`src/rtl/operand_stack_ctrl_pkg.sv`:
```
// Shared definitions for the operand stack controller: ALU op indices, flag
// bit positions, command and error encodings, FSM states and op helpers.
package operand_stack_ctrl_pkg;

    localparam int unsigned NumOps = 12;

    // ALU operation indices; alu_opcode bit n selects operation n.
    typedef enum logic [3:0] {
        OpAdd = 4'd0,
        OpSub = 4'd1,
        OpInx = 4'd2,
        OpDcx = 4'd3,
        OpCpx = 4'd4,
        OpShl = 4'd5,
        OpShr = 4'd6,
        OpSra = 4'd7,
        OpAnd = 4'd8,
        OpOr  = 4'd9,
        OpXor = 4'd10,
        OpNot = 4'd11
    } alu_op_e;

    // Bit positions inside the 4-bit ALU flag vector {CF,OF,SF,ZF}.
    localparam int unsigned FlagZf = 0;
    localparam int unsigned FlagSf = 1;
    localparam int unsigned FlagOf = 2;
    localparam int unsigned FlagCf = 3;

    typedef enum logic [1:0] {
        CmdPush = 2'd0,
        CmdPop  = 2'd1,
        CmdExec = 2'd2,
        CmdNop  = 2'd3
    } cmd_type_e;

    typedef enum logic [1:0] {
        ErrNone      = 2'd0,
        ErrOverflow  = 2'd1,
        ErrUnderflow = 2'd2,
        ErrIllegalOp = 2'd3
    } err_code_e;

    typedef enum logic [1:0] {
        StIdle = 2'd0,
        StExec = 2'd1,
        StWb   = 2'd2
    } state_e;

    // Operation index within the legal range 0..NumOps-1.
    function automatic logic is_legal_op(input logic [3:0] op);
        return op < 4'(NumOps);
    endfunction

    // Single-operand operations consume only the top entry.
    function automatic logic is_unary(input logic [3:0] op);
        logic res;
        res = 1'b0;
        case (op)
            OpInx, OpDcx, OpCpx, OpShl, OpShr, OpSra, OpNot: res = 1'b1;
            default: res = 1'b0;
        endcase
        return res;
    endfunction

    // One-hot ALU opcode for a legal op index; all-zero for anything else.
    function automatic logic [NumOps-1:0] op_onehot(input logic [3:0] op);
        logic [NumOps-1:0] oh;
        oh = '0;
        if (is_legal_op(op)) begin
            oh[op] = 1'b1;
        end
        return oh;
    endfunction

endpackage

```
`src/rtl/operand_stack_mem.sv`:
```
// Register-array operand stack with top/second read ports, push, pop and an
// in-place result replace that optionally collapses two operands into one.
module operand_stack_mem
    import operand_stack_ctrl_pkg::*;
#(
    parameter int unsigned DEPTH = 8,
    parameter int unsigned W     = 32
) (
    input  logic                     clk,
    input  logic                     rst,
    input  logic                     push_en,
    input  logic [W-1:0]             push_data,
    input  logic                     pop_en,
    input  logic                     repl_en,
    input  logic                     repl_bin,
    input  logic [W-1:0]             repl_data,
    output logic [W-1:0]             top,
    output logic [W-1:0]             second,
    output logic [$clog2(DEPTH):0]   depth
);

    localparam int unsigned AW = $clog2(DEPTH);
    localparam int unsigned DW = AW + 1;

    logic [W-1:0]  mem_q [DEPTH];
    logic [DW-1:0] depth_q;
    logic [AW-1:0] push_idx;
    logic [AW-1:0] top_idx;
    logic [AW-1:0] sec_idx;
    logic [DW-1:0] top_pos;
    logic [DW-1:0] sec_pos;

    // Entry indices derived from the occupancy count; wrap is harmless
    // because reads are masked when the entry does not exist.
    always_comb begin
        top_pos  = depth_q - DW'(1);
        sec_pos  = depth_q - DW'(2);
        push_idx = depth_q[AW-1:0];
        top_idx  = top_pos[AW-1:0];
        sec_idx  = sec_pos[AW-1:0];
    end

    // Read ports return zero for entries that are not occupied.
    always_comb begin
        top    = (depth_q != '0)       ? mem_q[top_idx] : '0;
        second = (depth_q >= DW'(2))   ? mem_q[sec_idx] : '0;
        depth  = depth_q;
    end

    // Storage and occupancy update; the controller issues at most one op.
    always_ff @(posedge clk or posedge rst) begin
        if (rst) begin
            for (int unsigned i = 0; i < DEPTH; i++) begin
                mem_q[i] <= '0;
            end
            depth_q <= '0;
        end else if (push_en) begin
            mem_q[push_idx] <= push_data;
            depth_q         <= depth_q + DW'(1);
        end else if (pop_en) begin
            depth_q <= depth_q - DW'(1);
        end else if (repl_en) begin
            if (repl_bin) begin
                mem_q[sec_idx] <= repl_data;
                depth_q        <= depth_q - DW'(1);
            end else begin
                mem_q[top_idx] <= repl_data;
            end
        end
    end

endmodule

```
`src/rtl/operand_stack_ctrl.sv`:
```
// Operand stack controller: accepts PUSH/POP/EXEC/NOP commands, feeds stack
// operands to an external combinational ALU and writes the result back.
module operand_stack_ctrl
    import operand_stack_ctrl_pkg::*;
#(
    parameter int unsigned DEPTH = 8,
    parameter int unsigned W     = 32
) (
    input  logic                     clk,
    input  logic                     rst,
    input  logic                     cmd_valid,
    output logic                     cmd_ready,
    input  logic [1:0]               cmd_type,
    input  logic [3:0]               cmd_op,
    input  logic [W-1:0]             cmd_data,
    output logic [W-1:0]             alu_x,
    output logic [W-1:0]             alu_y,
    output logic [NumOps-1:0]        alu_opcode,
    input  logic [W-1:0]             alu_z,
    input  logic [3:0]               alu_flags,
    output logic [W-1:0]             top,
    output logic [$clog2(DEPTH):0]   depth,
    output logic [3:0]               flags,
    output logic                     err,
    output logic [1:0]               err_code
);

    localparam int unsigned DW = $clog2(DEPTH) + 1;

    state_e            state_q;
    logic [W-1:0]      alu_x_q;
    logic [W-1:0]      alu_y_q;
    logic [NumOps-1:0] alu_op_q;
    logic [W-1:0]      z_q;
    logic [3:0]        flags_cap_q;
    logic [3:0]        flags_q;
    logic              bin_q;
    logic              err_q;
    err_code_e         err_code_q;

    cmd_type_e         ctype;
    logic              accept;
    logic              push_ok;
    logic              pop_ok;
    logic              exec_ok;
    logic              reject;
    err_code_e         reject_code;
    logic              unary;
    logic [W-1:0]      stk_top;
    logic [W-1:0]      stk_second;
    logic [DW-1:0]     stk_depth;

    assign ctype     = cmd_type_e'(cmd_type);
    assign cmd_ready = (state_q == StIdle);
    assign accept    = cmd_valid & cmd_ready;
    assign unary     = is_unary(cmd_op);

    // Classify an accepted command; rejected ones leave the stack untouched.
    always_comb begin
        push_ok     = 1'b0;
        pop_ok      = 1'b0;
        exec_ok     = 1'b0;
        reject      = 1'b0;
        reject_code = ErrNone;
        if (accept) begin
            case (ctype)
                CmdPush: begin
                    if (stk_depth == DW'(DEPTH)) begin
                        reject      = 1'b1;
                        reject_code = ErrOverflow;
                    end else begin
                        push_ok = 1'b1;
                    end
                end
                CmdPop: begin
                    if (stk_depth == '0) begin
                        reject      = 1'b1;
                        reject_code = ErrUnderflow;
                    end else begin
                        pop_ok = 1'b1;
                    end
                end
                CmdExec: begin
                    // Illegal op is reported even when operands are also missing.
                    if (!is_legal_op(cmd_op)) begin
                        reject      = 1'b1;
                        reject_code = ErrIllegalOp;
                    end else if (stk_depth < (unary ? DW'(1) : DW'(2))) begin
                        reject      = 1'b1;
                        reject_code = ErrUnderflow;
                    end else begin
                        exec_ok = 1'b1;
                    end
                end
                default: ;
            endcase
        end
    end

    // Control FSM with registered ALU drive, result capture and error reporting.
    always_ff @(posedge clk or posedge rst) begin
        if (rst) begin
            state_q     <= StIdle;
            alu_x_q     <= '0;
            alu_y_q     <= '0;
            alu_op_q    <= '0;
            z_q         <= '0;
            flags_cap_q <= '0;
            flags_q     <= '0;
            bin_q       <= 1'b0;
            err_q       <= 1'b0;
            err_code_q  <= ErrNone;
        end else begin
            err_q <= reject;
            if (reject) begin
                err_code_q <= reject_code;
            end
            case (state_q)
                StIdle: begin
                    if (exec_ok) begin
                        state_q  <= StExec;
                        alu_op_q <= op_onehot(cmd_op);
                        bin_q    <= !unary;
                        if (unary) begin
                            alu_x_q <= stk_top;
                            alu_y_q <= '0;
                        end else begin
                            alu_x_q <= stk_second;
                            alu_y_q <= stk_top;
                        end
                    end
                end
                StExec: begin
                    // ALU output is valid while operands are driven; latch it here.
                    state_q     <= StWb;
                    z_q         <= alu_z;
                    flags_cap_q <= alu_flags;
                    alu_x_q     <= '0;
                    alu_y_q     <= '0;
                    alu_op_q    <= '0;
                end
                StWb: begin
                    state_q <= StIdle;
                    flags_q <= flags_cap_q;
                end
                default: state_q <= StIdle;
            endcase
        end
    end

    operand_stack_mem #(
        .DEPTH (DEPTH),
        .W     (W)
    ) u_stack (
        .clk       (clk),
        .rst       (rst),
        .push_en   (push_ok),
        .push_data (cmd_data),
        .pop_en    (pop_ok),
        .repl_en   (state_q == StWb),
        .repl_bin  (bin_q),
        .repl_data (z_q),
        .top       (stk_top),
        .second    (stk_second),
        .depth     (stk_depth)
    );

    assign alu_x      = alu_x_q;
    assign alu_y      = alu_y_q;
    assign alu_opcode = alu_op_q;
    assign top        = stk_top;
    assign depth      = stk_depth;
    assign flags      = flags_q;
    assign err        = err_q;
    assign err_code   = err_code_q;

endmodule

```
`config.mk`:
```
export PLATFORM = sky130hd
export DESIGN_NAME = operand_stack_ctrl
export DESIGN_NICKNAME = d
export VERILOG_FILES = /design/src/rtl/operand_stack_ctrl_pkg.sv /design/src/rtl/operand_stack_mem.sv /design/src/rtl/operand_stack_ctrl.sv
export SDC_FILE = /design/constraint.sdc
export NUM_CORES = 1
export LEC_CHECK = 0
export ABC_AREA = 0
export CAP_MARGIN = 30
export CORE_MARGIN = 2
export CORE_UTILIZATION = 58
export DETAILED_ROUTE_END_ITERATION = 7
export GPL_TIMING_DRIVEN = 0
export MAX_ROUTING_LAYER = met4
export PLACE_DENSITY = 0.81
export SYNTH_ARGS = -nofsm -noshare
export SYNTH_HDL_FRONTEND = slang
export SYNTH_SLANG_ARGS = --single-unit
export TNS_END_PERCENT = 5
```
`constraint.sdc`:
```
create_clock -name clk -period 16.8 [get_ports clk]
set_input_delay 3.36 -clock clk [delete_from_list [all_inputs] [get_ports clk]]
set_output_delay 3.36 -clock clk [all_outputs]
set_load 0.005 [all_outputs]
```
* Word-level counts from Yosys, hierarchy flattened
Cells that the tools add are included.
Operators by class: add/sub/neg operators 3, $lt $le $gt $ge 11, eq/ne operators 14, multiplexer cells 62, bitwise logic cells 4, reductions and logical operators 18
Operator list (count):
- $mux W256 | 4
- $bwmux W256 | 3
- $mux W32 | 13
- $demux W32 S3 | 3
- $bmux W32 S3 | 2
- $pmux W32 S2 | 2
- $mux W12 | 2
- $pmux W12 S2 | 1
- $mux W1 | 18
- $eq A4 B3 Y1 const B | 4
- $mux W4 | 4
- $ge A4 B4 Y1 const B | 3
- $lt A4 B1 Y1 const B | 3
- $mux W2 | 6
- $not A3 Y4 | 3
- $eq A4 B2 Y1 const B | 2
- $eq A4 B4 Y1 const B | 2
- $reduce_and A2 Y1 | 4
- $reduce_or A7 Y1 | 1
- $pmux W2 S3 | 1
- $reduce_bool A3 Y1 | 2
- $lt A4 B5 Y1 const B | 1
- $add A4 B1 Y4 const B | 1
- $demux W1 S4 | 1
- 19 further kinds | 26
Storage, ports and cells: flip-flop bits (word level) 382, input bits 77, output and inout port bits 120

* Longest topological paths before layout
Gate-level depths: netlist of run 1.
word-level depth 11, gate-level depth with buffers 14

* Cells and area by module
A second synthesis of run 1 with hierarchy kept.
Unflattened totals: cells, all modules 2225, area total of the unflattened synthesis 22263.9 sq um
Modules (own cells, without submodules):
- operand_stack_mem | times used 1, cells an instance 1679, area an instance 16952.5 sq um, seq. area each 6506.2 sq um
- operand_stack_ctrl | times used 1, cells an instance 546, area an instance 5311.3 sq um, seq. area each 3052.9 sq um

* Worst setup path after synthesis of run 1
Ideal clock, no wire load.
path type flip-flop to output port, from register u_stack.depth_q[1], in the netlist u_stack.depth[1], to output port top[3], arrival 3.351 ns, setup slack 10.089 ns, cell stages (with the launch flop) 13, path buffers 6, cell sequence dfrtp_1 > buf_2 > clkbuf_1 > buf_2 > inv_1 > ha_1 > buf_2 > buf_2 > clkbuf_1 > mux4_2 > nor2_1 > a221oi_1 > nor2b_1
Between the ends: longest elaborated chain between the ends 6, elaborated cells between the ends (all ways) 7, those cells by class add/sub: 1; mux: 4; bitwise: 1; reduce/logical: 1
RTL lines:
- from (decl) | line operand_stack_mem.sv:26 | logic [DW-1:0] depth_q;
- from (signal assigned) | line operand_stack_mem.sv:59 | depth_q <= depth_q + DW'(1);
- from (signal assigned) | line operand_stack_mem.sv:61 | depth_q <= depth_q - DW'(1);
- from (signal assigned) | line operand_stack_mem.sv:65 | depth_q <= depth_q - DW'(1);
- $sub A4 B1 Y4
- $not A3 Y4 (implied by the code) | line operand_stack_mem.sv:45 | top = (depth_q != '0) ? mem_q[top_idx] : '0;
- $bmux W32 S3 | line operand_stack_mem.sv:45
- $mux W32 (implied by the code) (2 in series) | line operand_stack_mem.sv:45
- $mux W32 * | line operand_stack_mem.sv:45
- to (decl) | line operand_stack_ctrl.sv:21 | output logic [W-1:0] top,
Every way passes the cells marked *; elsewhere a longest branch is shown, timed or not. The select of a mux whose other input is x is not followed.

* Final worst setup path of run 1
from register u_stack.depth_q[1], in the netlist u_stack.depth[1], to output port top[13]
The elaborated chain is that of the path after synthesis.

==> flow_summary.toml, run 1 <==
[routing]
final_antenna_net_count = 0
route.vias.total = 19907
first_pass_iters = 8
post_drt_wl_per_cell_um = 33.0
drc_errors = 16
first_iter_violations = 3635
avgViaCountPerCell = 7.32
postRouteWirelength_um = 89600

[synth]
synth_seq_area_share = 0.463
yosys_warnings = 0
synth_compound_area_frac = 0.199
synth-simple-area-share = 0.120
yosysTopAreaCellShare = 0.463
avgSynthCellArea_um2 = 10.3
muxShareOfSynthArea = 0.139
synth_edf_count = 0
synthTopCellsByArea = "dfrtp_1 (46%), mux4_2 (11%), nand2_1 (5.4%)"
synth_area_um2 = 20700
synthDistinctLibCells = 65
synthCells = 1997
synthXorXnorAreaFrac = 0.00345
yosys_register_bits = 382
synth_adder_area_share = 0.00485
yosysTopAreaCell = "dfrtp_1"
ys.flop_type = "dfrtp_1"
synth_fp_nets = 2082
async_flop_share = 1.00
synth_top_family_by_area = "compound AO/OA/AOI/OAI gates"

[clock_network]
clock_sinks = 382
cts_hold_buf = 0
clock_latency_ns = 0.55
clk_pin_slew_worst_paths_ns = 0.06
ctsResizeCount = 0
clockRootBuffer = "clkbuf_16"
postCtsSetupBuffers = 0
clockBufferDepth = 3
cts_tree = "yes"
htree_num_levels = 2
numCtsBuffers = 42

[placement]
port_buffers = 163
hpwl_um = 60800
place_congestion = 1.05
dpl_cell_area_um2 = 23100
place_inst = 2635

[global_route]
grt_overflow_total = 0
first_global_vias = 19483
grt_antenna_before_repair = 1
grt_pass1_wl_um = 129000
grt_util_all_layers = 0.503
grt_max_degree = 119

[power_and_ir_drop]
power_mw = 6.02
netSwitchingFraction = 0.432
p_int_mw = 3.42
power.share.combinational = 0.551
leakagePower_nw = 10.6
p_switching_mw = 2.60
powerDensity_nw_per_um2 = 244
clockPowerShare = 0.163
pwr-share-seq = 0.287
ir_drop_uv = 133

[worst_setup_path]
crit_chain = "buf_2 > clkbuf_1 > buf_2 > inv_1 > ha_1 > buf_2 > clkbuf_1 > clkbuf_1 > mux4_2 > o21ai_0 > nor2_1 > clkdlybuf4s50_1"
cpPeakStageDelay_ns = 0.89
critPathLaunchType = "flip-flop"
ff2ff_path_depth = 11
reg2reg_to = "alu_x[13]"
cp.required_ns = 13.44
criticalPathCategory = "flip-flop to output port"
arrival_ns = 6.95
crit_path_end_kind = "output port"
reg2reg_slack_ns = 10.58
cp_num_buf_inv = 8
reg2reg_from = "u_stack.depth[1]"
path_delay_family = "buffers and inverters"
crit_fanout = 10
cp_slowest_cell = "clkbuf_1"

[floorplanning]
core_area_um2 = 35300
start_util = 0.585
dieArea_um2 = 37100
ios = 197
fp-row-count = 69
die_x_um = 193
dieHeight_um = 193

[cells_and_area]
nets = 2311
mostFrequentLayoutCells = "dfrtp_1 (382), nand2_1 (299), clkdlybuf4s50_1 (163)"
final_area_um2 = 24600
fill_cells = 2611
final_common_cell = "dfrtp_1"
finalNonFillerCells = 2718
area_delta_synth_final_pct = 19.3
drive_gt1_frac = 0.156

[timing]
setup_viol = 0
layout_min_cycle_time_ns = 10.31
min_period_over_period = 0.614
rsz0062_at_grt = "no"
drv_slew = 0
hold_violations = 0
fmax_ghz = 0.0970
tightest_slew_ns = 1.19
slew_headroom = 0.209
finalClockSkew_ns = 0.0129

[worst_hold_path]
hold_end = "flags_cap_q[3]"
hold_start = "flags_cap_q[3]"
hp-class = "flip-flop to flip-flop"
hold_depth = 2

[status]
violations = "design-rule violations"
outcome = "finished with violations"

[flow_run]
cap_violations = 0
==> power groups by stage <==
stage | Clock [mW] | Combinational (mW) | Sequential, mW
finish | 0.978 | 3.31 | 1.73
floorplan | 0 | 1.82 | 1.59
CTS | 0.968 | 3.14 | 1.70
global placement | 0 | 3.02 | 1.68
global route | 1.01 | 3.42 | 1.75
detailed placement | 0 | 3.12 | 1.70
==> cells by family after synthesis <==
| family | Yosys count |
|---|---|
| AO/OA/AOI/OAI | 541 |
| XOR/XNOR | 6 |
| adder cells (fa/ha/maj) | 8 |
| buffers and inverters | 338 |
| flip-flops | 382 |
| multiplexers | 156 |
| AND/OR/NAND/NOR | 566 |
==> cell usage after synthesis (13+ instances only) <==
cell type	count
a221o_1	66
o21ai_0	27
nand2b_1	34
mux4_2	102
buf_2	65
dfrtp_1	382
a22oi_1	65
nand3_1	17
a21oi_1	38
a221oi_1	29
nand2_1	299
nand2_2	27
clkbuf_1	108
o221ai_1	122
o2bb2ai_1	26
o22ai_1	37
o21ai_1	66
inv_1	129
nor2_1	138
nor2b_1	13
mux2_2	28
o21a_1	13
mux2i_1	26
clkbuf_2	14
a22o_1	15
==> worst max path at each step <==
stage                                start             to  depth (start not counted)
final                     u_stack.depth[1]        top[13]                         12
after global routing      u_stack.depth[1]        top[13]                         12
after CTS                 u_stack.depth[1]        top[13]                         12
after detailed placement  u_stack.depth[1]        top[13]                         12
after global placement                 rst        z_q[11]                          2
after floorplan                        rst  alu_opcode[0]                          1
==> final cells by class <==
class | instances | area, µm² | area share
clock buffer | 62 | 1310 | 0.0532
sequential | 382 | 9560 | 0.388
multi-input combinational | 1277 | 9650 | 0.391
clock inverter | 12 | 138 | 0.00558
buffer | 208 | 958 | 0.0389
tap | 461 | 577 | 0.0234
timing repair buffer | 185 | 1960 | 0.0795
inverter | 130 | 495 | 0.0201
antenna | 1 | 2.50 | 0.000102
==> registers in the layout (all words and copies together), names as in the netlist <==
signal and cells:
u_stack.mem_q 256, alu_x 32, alu_y 32, z_q 32, alu_opcode 12, flags 4
flags_cap_q 4, u_stack.depth 4, err_code 2, state_q 2, bin_q 1, err 1
==> stage by stage <==
step | worst slack (ns) | hold slack, ns | setup TNS [ns] | utilization
4_1_cts | 6.94 | 0.485 | 0 | 0.695
3_3_place_gp | -1.74 | 0.453 | -648.78 | 0.647
2_1_floorplan | 2.83 | 0.440 | 0 | -
3_5_place_dp | 7.53 | 0.465 | 0 | 0.654
5_1_grt | 6.49 | 0.496 | 0 | 0.698
6_report | 6.49 | 0.480 | 0 | 0.698
==> tightest hold or removal path, cell delays in order (launching register included) <==
cell and delay [ns]:
dfrtp_1 0.34, nand2_1 0.05, nand2_1 0.06
==> layer usage <==
layer | global-route usage | wire length [µm] | up-vias
li1 | - | - | 7798
met1 | 0.625 | 31500 | 9688
met2 | 0.684 | 37400 | 1938
met3 | 0.199 | 13800 | 483
met4 | 0.318 | 7030 | 0
met5 | - | 0 | -
Note: power is estimated with default switching activity, not from simulation.
==> run 2, diff against run 1 <==
==> constraint.sdc (replaced) <==
create_clock -name clk -period 10.72 [get_ports clk]
set_input_delay 2.144 -clock clk [delete_from_list [all_inputs] [get_ports clk]]
set_output_delay 2.144 -clock clk [all_outputs]
set_load 0.005 [all_outputs]
==> run 2 against run 1 <==
The run still ends with design-rule violations left; sequential power is 56% higher; global-route usage rose by 0.46 points; sequential share of layout area shrank 0.17 points; count of clock-buffer cells in the layout grew 1; sequential cell count stayed put; critical path depth grew 1; hold slack worse by 0.0027 ns; via count is 0.20% lower; design area is 0.44% higher; non-clock buffer count increased by 8; power grew 56%; largest cell class unchanged; highest routed layer unchanged.
==> flow_summary.toml, run 2 (same netlist as run 1, synthesis figures left out) <==
[global_route]
grt_overflow_total = 0
grt_pass1_wl_um = 130000
grt_antenna_before_repair = 5
grt_util_all_layers = 0.508
grt_max_degree = 46
first_global_vias = 19622

[clock_network]
numCtsBuffers = 44
clock_sinks = 382
cts_tree = "yes"
clockRootBuffer = "clkbuf_16"
postCtsSetupBuffers = 0
ctsResizeCount = 0
clock_latency_ns = 0.58
clockBufferDepth = 3
htree_num_levels = 2
cts_hold_buf = 0
clk_pin_slew_worst_paths_ns = 0.06

[timing]
setup_viol = 0
hold_violations = 0
slew_headroom = 0.196
layout_min_cycle_time_ns = 8.66
min_period_over_period = 0.808
tightest_slew_ns = 1.21
drv_slew = 0
setup_tns_ns = 0
fmax_ghz = 0.115
finalClockSkew_ns = 0.0268
hold_slack_ns = 0.478
rsz0062_at_grt = "no"

[worst_setup_path]
criticalPathCategory = "flip-flop to output port"
critPathLaunchType = "flip-flop"
ff2ff_path_depth = 12
arrival_ns = 6.52
crit_fanout = 10
crit_path_end_kind = "output port"
cp.required_ns = 8.58

[cells_and_area]
fill_cells = 2649
area_delta_synth_final_pct = 19.9
drive_gt1_frac = 0.159
final_common_cell = "dfrtp_1"
nets = 2321
largest_reg_flops = 256
mostFrequentLayoutCells = "dfrtp_1 (382), nand2_1 (299), clkdlybuf4s50_1 (163)"
top_register = "u_stack.mem_q"

[routing]
first_pass_iters = 8
final_antenna_net_count = 0
postRouteWirelength_um = 89500
post_drt_wl_per_cell_um = 32.8
first_iter_violations = 3324
avgViaCountPerCell = 7.27
drc_errors = 13
route.vias.total = 19867

[floorplanning]
ios = 197
core_area_um2 = 35300
start_util = 0.585
dieHeight_um = 193
dieArea_um2 = 37100
die_x_um = 193
fp-row-count = 69

[placement]
port_buffers = 163
hpwl_um = 60600
place_congestion = 1.06

[flow_run]
cap_violations = 0

[power_and_ir_drop]
ir_drop_uv = 275
powerDensity_nw_per_um2 = 380
leakagePower_nw = 10.6

[status]
violations = "design-rule violations"
outcome = "finished with violations"

[worst_hold_path]
hp-class = "flip-flop to flip-flop"
hold_depth = 1
## run 2: layer usage
metal / vias to the layer above / global-route usage / part of all wire
met4: 0 / 0.342 / 0.082
met3: 498 / 0.209 / 0.16
li1: 7830 / - / -
met1: 9576 / 0.632 / 0.35
met5: - / - / 0
met2: 1963 / 0.672 / 0.41
## run 2: final timing paths
kind                                       to             start  slack [ns]
max reg2reg                         alu_x[13]  u_stack.depth[1]        4.94
max                                   top[13]  u_stack.depth[1]        2.06
min in group asynchronous  u_stack.mem_q[183]               rst        1.94
min reg2reg                          alu_x[4]          alu_x[4]        0.48
max in group asynchronous             z_q[18]               rst        7.37
min                                  alu_x[4]          alu_x[4]        0.48
## run 2: cell type report
class                      instances  area (µm²)  area share
timing repair buffer             193        2070      0.0838
antenna                            5        12.5    0.000505
inverter                         130         492      0.0199
buffer                           208         958      0.0387
clock buffer                      63        1310      0.0531
clock inverter                    13         121     0.00490
tap                              461         577      0.0233
sequential                       382        9560       0.386
multi-input combinational       1277        9650       0.390
## run 2: power breakdown
group	total (mW)	internal, mW	switching [mW]	leakage, nW
Combinational	5.18	2.31	2.86	5.08
Sequential	2.70	2.12	0.579	4.82
Clock	1.53	0.896	0.635	0.716
## run 2: worst max-delay path, cell delays in order, from the launching register on
cell	delay (ns)
dfrtp_1	0.55
buf_2	0.51
clkbuf_1	0.27
buf_8	0.22
buf_2	0.47
inv_1	0.20
ha_1	0.32
buf_2	0.23
clkbuf_1	0.43
clkbuf_1	0.91
mux4_2	0.43
o21ai_0	0.82
nor2_1	0.07
clkdlybuf4s50_1	0.48
## run 2: metrics by stage
step	cell area, µm²	setup slack, ns	cells	utilization	power (mW)
floorplan	20700	3.44	1997	-	5.35
global placement	22900	0.847	2621	0.647	7.35
detailed placement	23200	2.70	2642	0.656	7.54
CTS	24600	2.08	2718	0.697	9.07
global route	24800	2.10	2731	0.701	9.67
finish	24800	2.06	2732	0.701	9.40
